===== config.mk =====
export PLATFORM = sky130hd
export DESIGN_NAME = div_unit
export DESIGN_NICKNAME = d
export VERILOG_FILES = /design/src/rtl/div_unit.sv
export SDC_FILE = /design/constraint.sdc
export NUM_CORES = 1
export LEC_CHECK = 0
export CAP_MARGIN = 20
export CORE_MARGIN = 5
export CORE_UTILIZATION = 50
export CTS_CLUSTER_DIAMETER = 50
export DETAILED_ROUTE_END_ITERATION = 8
export HOLD_SLACK_MARGIN = 0.05
export PLACE_DENSITY = 0.82
export SLEW_MARGIN = 20
export SYNTH_ARGS = -nofsm -noshare
export SYNTH_HDL_FRONTEND = slang
export SYNTH_SLANG_ARGS = --single-unit
export TNS_END_PERCENT = 10

===== constraint.sdc =====
create_clock -name clk -period 2.72 [get_ports clk]
set_input_delay 0.408 -clock clk [delete_from_list [all_inputs] [get_ports clk]]
set_output_delay 0.408 -clock clk [all_outputs]
set_load 0.05 [all_outputs]

===== src/rtl/div_unit.sv =====
// Iterative restoring divider for DIV/DIVU: one quotient bit per clock.
// Returns {remainder, quotient}; divide-by-zero returns zero with no trap.
module div_unit #(
  parameter int DATA_W = 32
) (
  input  logic                clk,
  input  logic                rst,
  input  logic                signed_div_i,
  input  logic [DATA_W-1:0]   opdata1_i,
  input  logic [DATA_W-1:0]   opdata2_i,
  input  logic                start_i,
  input  logic                annul_i,
  output logic [2*DATA_W-1:0] result_o,
  output logic                ready_o
);
  localparam int CW = $clog2(DATA_W + 1);

  typedef enum logic [1:0] {IDLE, BYZERO, ON, END} state_e;

  state_e              state_q, state_d;
  logic [CW-1:0]       cnt_q, cnt_d;
  logic [2*DATA_W:0]   sr_q, sr_d;
  logic [DATA_W-1:0]   div_q, div_d;
  logic                s1_q, s1_d, s2_q, s2_d;
  logic [2*DATA_W-1:0] result_q, result_d;
  logic                ready_q, ready_d;

  logic [DATA_W:0]     k;
  logic [DATA_W-1:0]   q, r, op1_abs;
  logic                s1_n, s2_n;

  always_comb begin
    state_d  = state_q;
    cnt_d    = cnt_q;
    sr_d     = sr_q;
    div_d    = div_q;
    s1_d     = s1_q;
    s2_d     = s2_q;
    result_d = result_q;
    ready_d  = ready_q;

    // Trial subtraction; the extra MSB is the borrow that decides restore.
    k       = {1'b0, sr_q[2*DATA_W-1:DATA_W]} - {1'b0, div_q};
    q       = sr_q[DATA_W-1:0];
    r       = sr_q[2*DATA_W:DATA_W+1];
    s1_n    = signed_div_i & opdata1_i[DATA_W-1];
    s2_n    = signed_div_i & opdata2_i[DATA_W-1];
    op1_abs = s1_n ? -opdata1_i : opdata1_i;

    case (state_q)
      IDLE: begin
        if (start_i && !annul_i) begin
          if (opdata2_i == '0) begin
            state_d = BYZERO;
          end else begin
            state_d = ON;
            cnt_d   = '0;
            s1_d    = s1_n;
            s2_d    = s2_n;
            div_d   = s2_n ? -opdata2_i : opdata2_i;
            sr_d    = {{DATA_W{1'b0}}, op1_abs, 1'b0};
          end
        end
      end
      BYZERO: begin
        result_d = '0;
        ready_d  = 1'b1;
        state_d  = END;
      end
      ON: begin
        if (annul_i) begin
          state_d = IDLE;
        end else if (cnt_q < CW'(DATA_W)) begin
          if (k[DATA_W]) sr_d = {sr_q[2*DATA_W-1:0], 1'b0};
          else           sr_d = {k[DATA_W-1:0], sr_q[DATA_W-1:0], 1'b1};
          cnt_d = cnt_q + CW'(1);
        end else begin
          // Remainder follows the dividend's sign; quotient truncates to zero.
          result_d = {s1_q ? -r : r, (s1_q ^ s2_q) ? -q : q};
          ready_d  = 1'b1;
          state_d  = END;
        end
      end
      END: begin
        if (!start_i) begin
          ready_d  = 1'b0;
          result_d = '0;
          state_d  = IDLE;
        end
      end
      default: state_d = IDLE;
    endcase
  end

  always_ff @(posedge clk) begin
    if (rst) begin
      state_q  <= IDLE;
      cnt_q    <= '0;
      sr_q     <= '0;
      div_q    <= '0;
      s1_q     <= 1'b0;
      s2_q     <= 1'b0;
      result_q <= '0;
      ready_q  <= 1'b0;
    end else begin
      state_q  <= state_d;
      cnt_q    <= cnt_d;
      sr_q     <= sr_d;
      div_q    <= div_d;
      s1_q     <= s1_d;
      s2_q     <= s2_d;
      result_q <= result_d;
      ready_q  <= ready_d;
    end
  end

  assign result_o = result_q;
  assign ready_o  = ready_q;
endmodule


# After elaboration in Yosys (flattened, before gate mapping)
# Index checks and enable logic that the tools add are counted.
dict set report totals {
  output_inout_bits 65
  reg_bits 172
  inputBits 69
  wordCells 68
}
dict set report op_classes {
  reduce_logical 10
  addsub 6
  muxes 29
  eq_ne 10
  n_bitwise 4
  magnitude_cmp 1
}
# cell count
set op_table {}
lappend op_table {{65-bit 2-to-1 mux} 5}
lappend op_table {{64-bit 2-to-1 mux} 3}
lappend op_table {{64-bit case mux with 3 select lines} 1}
lappend op_table {{65-bit case mux with 2 select lines} 1}
lappend op_table {{32-bit 2-to-1 mux} 4}
lappend op_table {{32-bit negator} 4}
lappend op_table {{32-bit by 32-bit subtractor with 33-bit output} 1}
lappend op_table {{32-bit zero test} 1}
lappend op_table {{6-bit 2-to-1 mux} 4}
lappend op_table {{2-bit inequality test (second input constant)} 6}
lappend op_table {{6-bit case mux with 2 select lines} 1}
lappend op_table {{2-bit 2-to-1 mux} 5}
lappend op_table {{2-bit case mux with 4 select lines} 1}
lappend op_table {{6-bit by 1-bit adder with 6-bit output (second input constant)} 1}
lappend op_table {{6-bit less-than comparator (second input constant)} 1}
lappend op_table {{3-bit AND reduction} 2}
lappend op_table {{5-bit AND reduction} 1}
lappend op_table {{2-bit == test (second input constant)} 2}
lappend op_table {{4-bit AND reduction} 1}
lappend op_table {{1-bit 2-to-1 mux} 3}
lappend op_table {{3-bit inequality test (second input constant)} 1}
lappend op_table {{1-bit case mux with 3 select lines} 1}
lappend op_table {{3-bit nonzero test} 1}
lappend op_table {{1-bit bitwise AND} 2}
lappend op_table {{7 further kinds} 7}

# Longest topological paths before layout
dict set report logic_depth {
  depth_word 5
  ltp_mapped 14
  mapped_depth_nobuf 12
}

# Least setup slack after synthesis
# No wires, ideal clock.
dict set report synth_path {
  kind {in2reg}
  startpoint {input port opdata1_i[17]}
  endpoint {register sr_q[30]}
  path_slack_ns -0.241
  setup_time_ns 0.114
  required_time_ns 2.606
  t_arrival_ns 2.847
  stages 9
  n_path_buf 0
  cell_sequence {or4_4 > or3_4 > or4_1 > or2_1 > or3_4 > o21ai_0 > xor2_1 > a211oi_1 > a21o_1}
}
dict set report synth_between {
  elab_chain_len 5
}
# item line_no
set synth_rtl {}
lappend synth_rtl {{start: declaration} 9} ;# input logic [DATA_W-1:0] opdata1_i,
lappend synth_rtl {{32-bit negator} 48} ;# op1_abs = s1_n ? -opdata1_i : opdata1_i;
lappend synth_rtl {{32-bit 2-to-1 mux} 48}
lappend synth_rtl {{65-bit 2-to-1 mux} 53} ;# if (opdata2_i == '0) begin
lappend synth_rtl {{65-bit 2-to-1 mux} 52} ;# if (start_i && !annul_i) begin
lappend synth_rtl {{65-bit case mux with 2 select lines} 50} ;# case (state_q)
lappend synth_rtl {{end signal: assignment} 108} ;# sr_q <= sr_d;
lappend synth_rtl {{end: declaration} 22} ;# logic [2*DATA_W:0] sr_q, sr_d;
# No other way between the ends. The select of a mux whose other input is x is not followed.
# A chain may end at the register's enable or synchronous reset.

# Final worst setup path
dict set report layout_path {
  startpoint {register div_q[1]}
  endpoint {register sr_q[64]}
}
dict set report layout_between {
  elab_chain_len 5
}
# item line_no
set layout_rtl {}
lappend layout_rtl {{start: declaration} 23} ;# logic [DATA_W-1:0] div_q, div_d;
lappend layout_rtl {{start signal: assignment} 109} ;# div_q <= div_d;
lappend layout_rtl {{32-bit by 32-bit subtractor with 33-bit output} 43} ;# k = {1'b0, sr_q[2*DATA_W-1:DATA_W]} - {1'b0, div_q};
lappend layout_rtl {{65-bit 2-to-1 mux} 74} ;# if (k[DATA_W]) sr_d = {sr_q[2*DATA_W-1:0], 1'b0};
lappend layout_rtl {{65-bit 2-to-1 mux} 73} ;# end else if (cnt_q < CW'(DATA_W)) begin
lappend layout_rtl {{65-bit 2-to-1 mux} 71} ;# if (annul_i) begin
lappend layout_rtl {{65-bit case mux with 2 select lines} 50}
# No other way between the ends. The select of a mux whose other input is x is not followed.

==> flow_summary_export.csv <==
group,metric,value,unit
logic_synthesis,synth_cell_type_count,64,
worst_setup_path,r2r_slack,-40,ps
global_routing,grt_usage,25.3,%
die,io_pins,134,
logic_synthesis,synthCells,1335,
place,dpl_worst_slack,-782,ps
clock_tree,tritoncts,"built",
final_layout,area_growth,39.4,%
logic_synthesis,ys_seq_area_share,32.7,%
drt,drt_first_pass_iters,6,
sta,post-route-period-util,101,%
logic_synthesis,synth_area_leader_cell,"dfxtp_1",
outcome,violations,"negative setup slack",
global_routing,antenna_found_initial,0,
pwr,p_leak,0.00614,uW
place,hpwl,22.7,mm
sta,max_freq,363,MHz
worst_setup_path,rr_worst_depth,11,
min_path,hold_end,"div_q[1]",
clock_tree,cts.sinks,172,
logic_synthesis,syn_area,10500,sq um
logic_synthesis,synth.yosys.warnings,0,
logic_synthesis,yosysMostFrequentCell,"dfxtp_1",
worst_setup_path,timing.rr.end,"sr_q[64]",
pwr,p_per_area,493,nW/um^2
logic_synthesis,synth-xor-area-share,12.1,%
drt,wire_per_inst,17.2,um
die,die_h,155,um
logic_synthesis,muxShareOfSynthArea,0.285,%
sta,slew_viol_final,0,
drt,ant_nets,0,
worst_setup_path,rr_startpoint,"div_q[1]",
die,core,20900,sq um
sta,period_needed,2760,ps
run,cap_violations,0,
logic_synthesis,ys_top_cells_by_area,"dfxtp_1 33%, xor2_1 6.3%, nor2_1 5.9%",
sta,worst_slew_pin_slew,620,ps
global_routing,use_met2,40.6,%
global_routing,grt_util_met3,3.95,%
worst_setup_path,critical-path-max-stage-delay,440,ps
place,portBuffers,133,
logic_synthesis,synth_simple_gate_area_share,18.1,%
place,routabilityCongestion,0.933,
worst_setup_path,cp_data_required_time,3030,ps
worst_setup_path,crit_slowest_cell,"a221o_1",
drt,dr.first_iter.drc_count,904,
global_routing,overflow,0,
logic_synthesis,ys_top_cells_by_count,"172 x dfxtp_1, 165 x nor2_1, 109 x a21oi_1",
min_path,hp-class,"in -> reg",
global_routing,grt_pass1_vias,10105,
drt,vias,11074,
sta,rsz0062_at_grt,"yes",
clock_tree,insertion_delay,440,ps
sta,slew-limit-headroom,58.3,%
logic_synthesis,synth_compound_area_share,27.2,%
sta,setup_tns,-97.0,ps
place,place_inst,1845,
sta,skew,8.95,ps
clock_tree,path_clk_slew,60,ps
drt,drc_errors,0,
logic_synthesis,synth-edff-count,0,
drt,viasPerCell,5.82,
final_layout,post-route-util,70.2,%
die,rows,53,
sta,setup_ws,-36.8,ps
final_layout,drive_gt1_share,20.5,%
clock_tree,root_buffer,"clkbuf_16",
outcome,outcome,"finished with violations",
clock_tree,ctsHtreeMaxLevel,4,
sta,hold_viol_final,0,
die,die_area,24000,sq um
global_routing,grt_busiest_layer,"met2",
drt,wirelength,32.8,mm
pwr,irDropWorstVdd,0.412,mV
worst_setup_path,end_kind,"register",
worst_setup_path,crit_fanout,3,
final_layout,nNetsFinal,1726,
min_path,min_from,"opdata2_i[1]",
logic_synthesis,avgSynthCellArea,7.88,sq um
logic_synthesis,synth_top_family_by_area,"compound AO/OA/AOI/OAI gates",
worst_setup_path,critPathArrivalTime,3070,ps
worst_setup_path,worst_setup_path_start_kind,"register",
logic_synthesis,syn_nets,1443,
logic_synthesis,synth_fa_ha_area_share,4.71,%
final_layout,nFillCells,1588,
logic_synthesis,async_flop_share,0,%
logic_synthesis,synth_flop_cell,"dfxtp_1",
global_routing,use_met1,35.6,%
clock_tree,clock_path_buffers,2,
sta,setup_violations,3,
global_routing,grt_start_max_net_pins,58,
logic_synthesis,synth_top_area_share,32.7,%
logic_synthesis,ys_seq_elements,172,
clock_tree,numCtsBuffers,17,
final_layout,insertedDiodeCount,0,
min_path,whs_path_depth,4,
worst_setup_path,criticalPathCategory,"reg -> reg",
worst_setup_path,cp_cell_sequence,"inv_1 -> ha_1 -> nor2b_1 -> o2111ai_2 -> a21oi_2 -> nor3_2 -> o21ai_1 -> a221o_1 -> a311oi_2 -> xor2_1 -> o21ai_0",
die,die_x,155,um
die,initial_core_util,50.4,%
global_routing,grt_pass1_wl,50.6,mm
final_layout,fin_cells,1902,
==> state kept, by name (all words and copies together) (netlist names) <==
name,cells
cnt_q,6
div_q,32
sr_q,65
state_q,2
s2_q,1
ready_o,1
result_o,64
s1_q,1
==> worst max-delay path: cells and delay by family (launching register included) <==
| family | cells | cell delay (ps) |
|---|---|---|
| XOR/XNOR | 1 | 170 |
| AO/OA/AOI/OAI | 6 | 1360 |
| flip-flops | 1 | 370 |
| buffers and inverters | 1 | 60 |
| AND/OR/NAND/NOR | 2 | 400 |
| adder cells (fa/ha/maj) | 1 | 270 |
==> layout make-up <==
type / count / area [sq um] / area share [%]
sequential: 172 / 3450 / 23.5
clock inverter: 9 / 173 / 1.18
inverter: 50 / 188 / 1.28
multi-input combinational: 1030 / 6950 / 47.4
clock buffer: 19 / 433 / 2.95
tap: 275 / 344 / 2.34
timing repair buffer: 347 / 3140 / 21.4
==> worst max path at each step <==
stage	startpoint	to	slack, ps	depth (start not counted)
floorplan	opdata1_i[17]	sr_q[28]	-240	9
global placement	opdata1_i[17]	sr_q[28]	-770	10
detailed placement	opdata1_i[17]	sr_q[28]	-780	10
CTS	opdata1_i[14]	sr_q[28]	-220	10
global route	div_q[1]	sr_q[64]	-150	11
finish	div_q[1]	sr_q[64]	-40	11
==> kinds of logic (layout without fill, tap and decap cells) <==
logic type / after synthesis / in the layout
AO/OA/AOI/OAI: 433 / 433
AND/OR/NAND/NOR: 410 / 410
flip-flops: 172 / 172
XOR/XNOR: 145 / 145
buffers and inverters: 133 / 425
adder cells (fa/ha/maj): 39 / 39
multiplexers: 3 / 3
==> metrics by stage <==
stage | hold WS, ps | cell area, sq um | power (uW)
floorplan | 432 | 10500 | 3800
global placement | 442 | 13300 | 4380
detailed placement | 458 | 13300 | 4430
CTS | 418 | 14200 | 7040
global route | 433 | 14700 | 7530
finish | 415 | 14700 | 7240
==> power breakdown <==
group | internal, uW | switching, uW
clock | 1600 | 986
combinational | 893 | 1040
sequential | 2610 | 99.7
==> timing repair <==
action,CTS,global route
hold buffers,0,0
resized for setup,49,98
cloned,2,3
pin swaps,23,38
setup buffers,11,13
endpoints found under the setup margin,89,90
==> cell usage in the layout, fill, tap and decap left out, types with 19 or more instances in the layout <==
| cell type | Yosys | final |
|---|---|---|
| o21ai_0 | 93 | 73 |
| ha_1 | 38 | 34 |
| a21oi_1 | 109 | 100 |
| xor2_1 | 76 | 76 |
| clkdlybuf4s50_1 | 0 | 113 |
| buf_4 | 4 | 200 |
| inv_1 | 50 | 49 |
| nor2_1 | 165 | 161 |
| nand2_1 | 107 | 105 |
| a22oi_1 | 46 | 44 |
| clkbuf_16 | 0 | 20 |
| a22o_1 | 19 | 19 |
| a211oi_1 | 46 | 44 |
| dfxtp_1 | 172 | 170 |
| a21o_1 | 22 | 22 |
| nor3_1 | 27 | 24 |
| xnor2_1 | 69 | 68 |
==> layer usage <==
layer | vias up | wire length [um]
met5 | - | 0
met4 | 0 | 768
met3 | 62 | 2390
met2 | 460 | 15300
met1 | 5201 | 14300
li1 | 5351 | -
Power figures use the tool's default switching activity.
==> RTL edit 1 (config.mk and constraints unchanged) <==
Reset style: asynchronous (`rst`), changed in one clocked block.
--- a/src/rtl/div_unit.sv
+++ b/src/rtl/div_unit.sv
@@ -92,7 +92,7 @@
     endcase
   end
 
-  always_ff @(posedge clk) begin
+  always_ff @(posedge clk or posedge rst) begin
     if (rst) begin
       state_q  <= IDLE;
       cnt_q    <= '0;
Function: differs if rst is asserted again (counterexample within 4 cycles, from zero or initial values and one cycle with rst high); with rst held inactive, the same outputs for 10 cycles.
==> RTL edit 1 against the original RTL <==
  * The run still ends with setup timing left
  * Design area rose by 1.7%
  * First-iteration DRC count rose by 14%
  * Area after synthesis rose by 3.4%
  * Count of clock-buffer cells in the layout fell by 2
  * Hold slack improved by 0.038 ns
  * Worst setup slack got worse by 0.64 ns
  * Wire length rose by 0.95%
  * Sequential cell count did not move
  * Fmax fell by 19%
  * Highest routed layer unchanged
Power is not compared: it rests on default switching activity, and its combinational part moved more than twofold at a synthesized area within 25%.
==> RTL edit 1: results <==
INSERT INTO impl_metrics (metric_group, metric, value, unit) VALUES
('placement', 'replace_congestion', '0.9049', ''),
('synthesis', 'ys_seq_area_share', '39.55', '%'),
('synthesis', 'synth_xor_xnor_area_share', '11.67', '%'),
('timing', 'number_of_failing_setup_endpoints_in_the_final_timing_report', '24', ''),
('clock_tree', 'ctsResizeCount', '85', ''),
('worst_setup_path', 'worstPathArrival', '3.75', 'ns'),
('timing', 'hold_slack_final', '0.4531', 'ns'),
('final_layout', 'final.fill_count', '1555', ''),
('floorplanning', 'die_w', '157.5', 'µm'),
('timing', 'worst_slack', '-0.6773', 'ns'),
('outcome', 'run_status', 'finished, violations left', ''),
('outcome', 'failed_checks', 'setup timing', ''),
('synthesis', 'syn-num-nets', '1415', ''),
('placement', 'placed_cell_count', '1815', ''),
('synthesis', 'netlist-cell-type-count', '54', ''),
('global_routing', 'initial_antenna_violation_count', '1', ''),
('worst_setup_path', 'timing.critical_path.slowest_cell_delay', '0.53', 'ns'),
('synthesis', 'netlist_top_cells_count', '212 x sky130_fd_sc_hd__o21ai_0, 188 x sky130_fd_sc_hd__nand2_1, 172 x sky130_fd_sc_hd__dfrtp_1, 93 x sky130_fd_sc_hd__a21oi_1, 88 x sky130_fd_sc_hd__nor2_1', ''),
('global_routing', 'maximum_number_of_pins_on_one_net_before_global_route_repair', '105', ''),
('synthesis', 'share_of_cell_area_taken_by_muxes_after_synthesis', '1.748', '%');
## RTL edit 1: cell count changes after synthesis, moves of 18 or more
cell                       before  now
sky130_fd_sc_hd__o21ai_0       93  212
sky130_fd_sc_hd__a22o_1        19    0
sky130_fd_sc_hd__dfrtp_1        0  172
sky130_fd_sc_hd__a22oi_1       46   12
sky130_fd_sc_hd__nand3_1       10   28
sky130_fd_sc_hd__nand2_1      107  188
sky130_fd_sc_hd__a211oi_1      46    4
sky130_fd_sc_hd__nor2_1       165   88
sky130_fd_sc_hd__dfxtp_1      172    0
## RTL edit 1: logic make-up (layout without fill, tap and decap cells)
| family | Yosys count | after routing |
|---|---|---|
| AO/OA/AOI/OAI | 411 | 411 |
| AND/OR/NAND/NOR | 405 | 405 |
| flip-flops | 172 | 172 |
| XOR/XNOR | 145 | 145 |
| buffers and inverters | 116 | 394 |
| adder cells (fa/ha/maj) | 39 | 39 |
| multiplexers | 19 | 19 |
| other | 0 | 1 |
## RTL edit 1: tightest hold or removal path: stages
cell	delay, ns
sky130_fd_sc_hd__clkdlybuf4s50_1	0.44
sky130_fd_sc_hd__clkinvlp_4	0.13
sky130_fd_sc_hd__buf_12	0.32
## RTL edit 1: cell type report
cell class	instances	share of cell area, %
Tap cell	280	2.348
Timing Repair Buffer	310	19.25
Antenna cell	1	0.01677
Sequential cell	172	28.85
Clock buffer	17	2.851
Clock inverter	15	1.400
Inverter	52	1.333
Multi-Input combinational cell	1019	43.96
## RTL edit 1: layer usage
layer	global-route usage, %	vias to the layer above	routed length, µm
met5	0	-	0
met4	9.996	0	1081
met3	4.784	84	2492
met2	43.15	518	15600
met1	36.67	5257	13920
li1	-	5131	-
==> RTL edit 2 (config.mk and constraints unchanged) <==
Made on the original files. Change the parameter `DATA_W` from 32 to 16.
--- a/src/rtl/div_unit.sv
+++ b/src/rtl/div_unit.sv
@@ -1,7 +1,7 @@
 // Iterative restoring divider for DIV/DIVU: one quotient bit per clock.
 // Returns {remainder, quotient}; divide-by-zero returns zero with no trap.
 module div_unit #(
-  parameter int DATA_W = 32
+  parameter int DATA_W = 16
 ) (
   input  logic                clk,
   input  logic                rst,
Interface: changed (resized opdata1_i, opdata2_i and result_o); port bits go from 134 to 70. The function was not compared with the original's and may differ.
==> RTL edit 2 against the original RTL <==
  * Total power down 52%
  * Fmax up 6.2%
  * Combinational power down 56%
  * Design area down 53%
  * Sequential cell count down 81
  * Worst setup slack better by 0.16 ns
  * Clock power down 54%
  * Wire length down 55%
  * Largest cell class unchanged
  * Hold slack better by 0.044 ns
  * Cell count down 51%
  * Sequential power down 47%
  * Utilization down 9.1 points
  * Area after synthesis down 46%
==> RTL edit 2: results <==
INSERT INTO impl_metrics (metric_group, metric, value, unit) VALUES
('worst_setup_path', 'critPathLaunch', 'div_q[13]$_SDFFE_PP0P_', ''),
('global_routing', 'first_pass_grt_wire_length', '24400', 'µm'),
('final_layout', 'multi_input_combinational', '548', ''),
('detailed_routing', 'initialDrtViolationCount', '391', ''),
('synthesis', 'synth_xor_xnor_area_share', '9.714', '%'),
('pwr', 'power.net_switching', '1.089', 'mW'),
('placement', 'io_buf_count', '69', ''),
('outcome', 'run_status', 'completed', ''),
('global_routing', 'global_routing_met3_resource_utilization', '3.472', '%'),
('final_layout', 'layout-drive-gt1-share', '8.280', '%'),
('clock_tree', 'cts_made_buffers', '9', ''),
('detailed_routing', 'met2_length', '7129', 'µm'),
('placement', 'placed_area', '0.006604', 'mm²'),
('worst_setup_path', 'critical_path_peak_fanout', '10', ''),
('synthesis', 'flop_and_latch_count_out_of_synthesis', '91', ''),
('clock_tree', 'cts_post_setup_buffers_inserted', '0', ''),
('final_layout', 'clockBufferCount', '11', ''),
('worst_setup_path', 'worst_setup_path_endpoint', 'sr_q[17]$_SDFFE_PP0P_', ''),
('placement', 'place_ws', '0.07484', 'ns'),
('final_layout', 'final.fill_count', '977', ''),
('detailed_routing', 'via_count', '5457', ''),
('detailed_routing', 'routed-wl-met3', '740', 'µm'),
('global_routing', 'grt_pass1_vias', '5194', ''),
('final_layout', 'final-clk-cell-share', '4.028', '%'),
('timing', 'slew-limit-headroom', '40.93', '%');
RTL edit 2: cell count changes in the layout (fill, tap and decap cells not counted), sizes merged, moves of 16 or more:
cell,unedited run,this run
clkdlybuf4s50,113,68
xnor2,69,33
a21oi,109,56
dfxtp,172,91
buf,215,31
inv,50,33
o21ai,93,35
xor2,76,30
ha,38,22
nand2,108,62
a22o,19,2
nor2,166,83
nand3,10,26
a211oi,46,15
RTL edit 2: worst max-delay path, stage by stage (launching register included):
cell                       delay (ns)
sky130_fd_sc_hd__dfxtp_1         0.32
sky130_fd_sc_hd__inv_1           0.07
sky130_fd_sc_hd__ha_1            0.37
sky130_fd_sc_hd__a211oi_1        0.43
sky130_fd_sc_hd__o21ai_0         0.13
sky130_fd_sc_hd__nor4_1          0.47
sky130_fd_sc_hd__a21oi_2         0.11
sky130_fd_sc_hd__buf_4           0.20
sky130_fd_sc_hd__mux2i_1         0.14
sky130_fd_sc_hd__a22o_2          0.24
